[src/rtl/serial_add_ctrl.sv]
// serial_add_ctrl
//   Bit-serial adder sequencer. One shared generate/propagate/sum stage is
//   applied to one bit position per clock, LSB first, over WIDTH clocks.
//   The sum, the carry-out and the word-level group generate/propagate are
//   registered on the last bit. They hold until the next operation completes.
//
// Ports
//   clk    : clock, rising edge
//   rst    : asynchronous active-high reset
//   start  : request, sampled only in IDLE
//   a, b   : WIDTH-bit operands, captured on the accepting edge
//   cin    : carry-in, captured on the accepting edge
//   busy   : high while the bit stage is being sequenced
//   done   : one-cycle pulse, results valid from this cycle on
//   sum    : a + b + cin modulo 2^WIDTH
//   cout   : carry out of bit WIDTH-1
//   grp_g  : group generate over the whole word
//   grp_p  : group propagate over the whole word
module serial_add_ctrl #(
    parameter int WIDTH = 8
) (
    input  logic             clk,
    input  logic             rst,
    input  logic             start,
    input  logic [WIDTH-1:0] a,
    input  logic [WIDTH-1:0] b,
    input  logic             cin,
    output logic             busy,
    output logic             done,
    output logic [WIDTH-1:0] sum,
    output logic             cout,
    output logic             grp_g,
    output logic             grp_p
);

    localparam int CW = (WIDTH > 2) ? $clog2(WIDTH) : 1;

    typedef enum logic [1:0] {
        S_IDLE = 2'd0,
        S_RUN  = 2'd1,
        S_DONE = 2'd2
    } state_t;

    state_t           state, state_next;
    logic             accept;
    logic             last_bit;

    logic [WIDTH-1:0] x_sr, y_sr, work;
    logic             carry, gacc, pacc;
    logic [CW-1:0]    cnt;

    // shared bit stage
    logic bg, bp, bs, carry_n, gacc_n, pacc_n;

    assign bg      = x_sr[0] & y_sr[0];
    assign bp      = x_sr[0] ^ y_sr[0];
    assign bs      = bp ^ carry;
    assign carry_n = bg | (bp & carry);
    assign gacc_n  = bg | (bp & gacc);
    assign pacc_n  = bp & pacc;

    assign last_bit = (cnt == CW'(WIDTH - 1));

    // state register
    always_ff @(posedge clk or posedge rst) begin
        if (rst) state <= S_IDLE;
        else     state <= state_next;
    end

    // next-state
    always_comb begin
        state_next = state;
        accept     = 1'b0;
        case (state)
            S_IDLE: if (start) begin
                state_next = S_RUN;
                accept     = 1'b1;
            end
            S_RUN:  if (last_bit) state_next = S_DONE;
            S_DONE: state_next = S_IDLE;
            default: state_next = S_IDLE;
        endcase
    end

    // busy/done are flops fed from the next state so they carry no
    // combinational path from start and line up with the state register.
    always_ff @(posedge clk or posedge rst) begin
        if (rst) begin
            busy <= 1'b0;
            done <= 1'b0;
        end else begin
            busy <= (state_next == S_RUN);
            done <= (state_next == S_DONE);
        end
    end

    // datapath
    always_ff @(posedge clk or posedge rst) begin
        if (rst) begin
            x_sr  <= '0;
            y_sr  <= '0;
            work  <= '0;
            carry <= 1'b0;
            gacc  <= 1'b0;
            pacc  <= 1'b1;
            cnt   <= '0;
            sum   <= '0;
            cout  <= 1'b0;
            grp_g <= 1'b0;
            grp_p <= 1'b0;
        end else if (accept) begin
            x_sr  <= a;
            y_sr  <= b;
            carry <= cin;
            work  <= '0;
            gacc  <= 1'b0;
            pacc  <= 1'b1;
            cnt   <= '0;
        end else if (state == S_RUN) begin
            x_sr  <= x_sr >> 1;
            y_sr  <= y_sr >> 1;
            // sum bits enter at the MSB; after WIDTH shifts bit 0 lands at LSB
            work  <= {bs, work[WIDTH-1:1]};
            carry <= carry_n;
            gacc  <= gacc_n;
            pacc  <= pacc_n;
            cnt   <= cnt + 1'b1;
            if (last_bit) begin
                sum   <= {bs, work[WIDTH-1:1]};
                cout  <= carry_n;
                grp_g <= gacc_n;
                grp_p <= pacc_n;
            end
        end
    end

endmodule

[config.mk]
export PLATFORM = sky130hd
export DESIGN_NAME = serial_add_ctrl
export DESIGN_NICKNAME = d
export VERILOG_FILES = /design/src/rtl/serial_add_ctrl.sv
export SDC_FILE = /design/constraint.sdc
export NUM_CORES = 1
export LEC_CHECK = 0
export CAP_MARGIN = 0
export CORE_ASPECT_RATIO = 0.8
export CORE_UTILIZATION = 51
export CTS_CLUSTER_SIZE = 8
export DETAILED_ROUTE_END_ITERATION = 7
export PLACE_DENSITY = 0.78
export SKIP_CTS_REPAIR_TIMING = 1
export SLEW_MARGIN = 10
export SYNTH_ARGS = -nofsm -noshare
export SYNTH_HDL_FRONTEND = slang
export SYNTH_SLANG_ARGS = --single-unit
[constraint.sdc]
create_clock -name clk -period 1.7 [get_ports clk]
set_input_delay 0.17 -clock clk [delete_from_list [all_inputs] [get_ports clk]]
set_output_delay 0.17 -clock clk [all_outputs]
set_load 0.01 [all_outputs]
* After elaboration in Yosys (flattened, before gate mapping)
Cells that the tools add are included.
Operators by class: muxes and demuxes 19, add/subtract/negate cells 1, bitwise gates (word level) 9, reduce and logical (&&, ||, !) cells 3, equal/unequal tests 4
Operators by type and width (count):
- 8-bit 2-to-1 mux | 6
- 1-bit 2-to-1 mux | 8
- 3-bit 2-to-1 mux | 2
- 1-bit AND | 4
- 2-bit by 1-bit == test with 1-bit output, second input constant | 2
- 2-bit 2-to-1 mux | 2
- 2-bit case mux with 2 select lines | 1
- 3-bit by 1-bit adder with 3-bit output, second input constant | 1
- 3-bit == test, second input constant | 1
- 3-bit AND reduction | 1
- 2-bit == test, second input constant | 1
- 2-bit logical NOT | 1
- 1-bit OR | 2
- 2-bit nonzero test | 1
- 1-bit bitwise XOR | 2
- 1-bit NOT | 1
Storage, ports and cells: register bits 45, output and inout port bits 13

* Longest topological paths before layout
Gate-level depths: netlist (run 1).
word-level depth 5, gate-level depth with buffers 6

* Worst setup path before layout (run 1)
No wires, ideal clock.
path type flip-flop to flip-flop, from register cnt[0], to register sum[0], arrival time 1.338 ns, data required time 1.575 ns, slack 0.237 ns, library setup time 0.125 ns, cell stages (with the launch flop) 6, path through dfrtp_1 -> ha_1 -> ha_1 -> nand3b_4 -> buf_6 -> mux2_4
On the way: longest elaborated chain between the ends 2
Ends and longest elaborated chain:
- from (decl) | line 50 | logic [CW-1:0] cnt;
- from (signal assigned) | line 127 | cnt <= cnt + 1'b1;
- 3-bit == test | line 62 | assign last_bit = (cnt == CW'(WIDTH - 1));
- 3-bit AND reduction (no line)
- to (signal assigned) | line 129 | sum <= {bs, work[WIDTH-1:1]};
- to (decl) | line 30 | output logic [WIDTH-1:0] sum,
Every way passes these cells. A chain may end at the register's enable or synchronous reset.

* Final worst setup path (run 1)
from register cnt[0], to register sum[4]
Same word-level chain as after synthesis.

==> results.md, run 1 <==
* Register area share after synthesis at 0.588
* Synth Area in XOR/XNOR at 0
* Synth cell types at 31
* Placer Congestion at 0.808
* Crit path launch type: flop
* Post-synthesis mux area share at 0.0461
* Max H-tree Level at 2
* Routed WL at 3550 µm
* Final nets at 209
* Commonest non-fill, non-tap cell in the layout: dfrtp_1
* Worst path buffer plus inverter count at 0
* Cell mode on critical path: ha_1
* First-pass GRT wire length at 6000 µm
* Die X at 69.8 µm
* Synthesized area at 0.00187 mm²
* Simple-gate share of the synthesized area at 0.0728
* Clock buffer count from CTS at 5
* Die height at 56.2 µm
* Slowest CP cell: dfrtp_1
* Post-DP HPWL at 2510 µm
* Max-cap violation count at 0
* Clock Skews at 2.32 ps
* RSZ-0062 raised after global routing: false
* Avg Cell Area, Syn at 12.3 µm²
* Maximum VDD drop at 861 µV
* Initial antenna violation count at 0
* Initial DRT Pass Iterations at 6
* CP top delay family: adder cells
* Die ar. at 0.00392 mm²
* Crit-path cells: ha_1, ha_1, nand3b_4, mux2_2
* Largest family of logic cells by synthesized area: compound AO/OA/AOI/OAI gates
* Worst EP arrival at 1740 ps
* Worst-Skew Late Latency at 280 ps
* Vias/cell at 5.58
* ANT nets after route at 0
* Max stage delay on crit path at 400 ps
* CP max FO at 15
* Cells after Synth at 153
* Kind of critical path: reg -> reg
* Final core occ at 0.654
* Area growth syn-to-layout at 21.0%
* I/O Pins at 33
* Fmax at 637 MHz
* Clock Tree Root: clkbuf_8
* Tmin final at 1570 ps
* IO buf count at 32
* Reg clk slew, reported paths at 80 ps
* Clock tree sinks at 44
* # rows at 19
* Adder-Cell Fraction of Synth Area at 0.0307
* Final Hold Violating Endpoints at 0
* Worst Setup End Kind: flop
* Slew @ Worst Pin at 474 ps
* Yosys reg bits at 44
* Routed length per instance at 15.6 µm
* Drt initial violations at 75
* Required time worst endpoint at 1870 ps
* Share of post-route cells with drive strength above 1 at 0.130
* Net Count, Synth at 177
* Core area at 0.00347 mm²
* Compound-Gate Fraction of Synth Area at 0.200
* Tcrit/Tclk final at 0.924
* Setup Viol. Count Final at 0
* CTS tree: done
* Initial Util at 0.540
* Ant. Diodes at 0
* Leakage at 0.00104 µW
* GR Overflow Total at 0
* Number of global-route vias before repair at 1299
* Fill count at 239
* Total GRT Usage at 0.198
* Relative slew slack at 0.683
* Final Max Slew Viols at 0
* Synth Warn # at 0
* Power density over the cells at 1770 mW/mm²
* Largest net degree at the start of global routing at 45
* Most frequent cells in the layout: dfrtp_1 (43), clkdlybuf4s50_1 (32), a21oi_1 (17), o22ai_1 (13), nor2_1 (12)
* Worst hold path type: in -> async
* Total number of vias at 1267
* Clock buffer depth at 2
* Final TNS setup at 0 ps
* Post-route DRC at 0
* Outcome: complete, no violations
## power by group
group          total (µW)  internal, µW  leakage [µW]  switching (µW)
clock network         594           279     0.0000410             315
registers            1820          1510      0.000538             306
logic                1600           850      0.000462             751
## flip-flops by register name, summed over array words and instances (netlist names)
name / cells
y_sr: 8
grp_p: 1
busy: 1
state: 2
cout: 1
cnt: 3
pacc: 1
sum: 8
grp_g: 1
done: 1
work: 7
carry: 1
x_sr: 8
gacc: 1
## metal layers
| layer | global-route usage | wire [µm] | share of wire | vias to the layer above |
|---|---|---|---|---|
| li1 | - | - | - | 607 |
| met1 | 0.264 | 1630 | 0.46 | 624 |
| met2 | 0.306 | 1720 | 0.49 | 30 |
| met3 | 0.0562 | 147 | 0.041 | 6 |
| met4 | 0.0829 | 51 | 0.014 | 0 |
| met5 | 0 | 0 | 0 | - |
## final timing paths
path,startpoint,to,slack [ps],depth (start not counted)
worst min register to register,sum[7],sum[7],490,2
worst max register to register,cnt[0],sum[4],130,4
max in group asynchronous,rst,pacc,1190,3
worst max-delay path,cnt[0],sum[4],130,4
worst min-delay path,rst,x_sr[5],240,3
min in group clk,sum[7],sum[7],490,2
## cells by family (layout without fill, tap and decap cells)
group           after synthesis  in the layout
compound gates               55             55
fa+ha+maj                     4              4
flops                        44             44
buf+inv                      18             50
mux                           7              7
simple gates                 25             25
## synth_stat cells (all sizes together)
cell type / instances / area share
nor2b: 1 / 0.0073
o32ai: 1 / 0.0047
dfrtp: 43 / 0.57
buf: 8 / 0.043
mux2: 7 / 0.046
o22ai: 13 / 0.043
o21bai: 1 / 0.010
o21ai: 8 / 0.021
nor3: 1 / 0.0027
inv: 9 / 0.018
a221oi: 1 / 0.0080
a22o: 11 / 0.051
o21ba: 1 / 0.0053
nand2b: 2 / 0.011
nand2: 7 / 0.014
a21oi: 17 / 0.045
a22oi: 1 / 0.0067
fa: 1 / 0.011
a31oi: 1 / 0.0033
dfstp: 1 / 0.014
nand3b: 1 / 0.011
clkbuf: 1 / 0.0020
nor2: 12 / 0.024
and3: 1 / 0.0033
ha: 3 / 0.020
## layout make-up
| type | instances | area, µm² | area share |
|---|---|---|---|
| flip-flops and latches | 44 | 1100 | 0.486 |
| multi-input cells | 91 | 654 | 0.288 |
| repair buffers | 34 | 348 | 0.153 |
| clock buffers | 6 | 72.6 | 0.0320 |
| well taps | 42 | 52.6 | 0.0232 |
| inverters | 9 | 33.8 | 0.0149 |
| clock inverters | 1 | 5.00 | 0.00221 |
## stage by stage
stage               std cells  hold WS, ps  total power [µW]  setup WS, ps  cell area, µm²
CTS                       227          251              4040           133            2270
global placement          220          471              3330           220            2190
floorplan                 153          303              2920           237            1870
finish                    227          237              4010           130            2270
global route              227          262              4290          71.5            2270
detailed placement        220          478              3440           141            2190
## worst register-to-register path, cell delays in order, from the launching register on
cell      delay (ps)
dfrtp_1          400
ha_1             200
ha_1             260
nand3b_4         220
mux2_2           380
Note: power is estimated with default switching activity, not from simulation.
==> run 2, diff against run 1 <==
CAP_MARGIN = not set   (was 0)
==> results of run 2 <==
No change in the layout: final DEF, timing and power equal those of run 1.
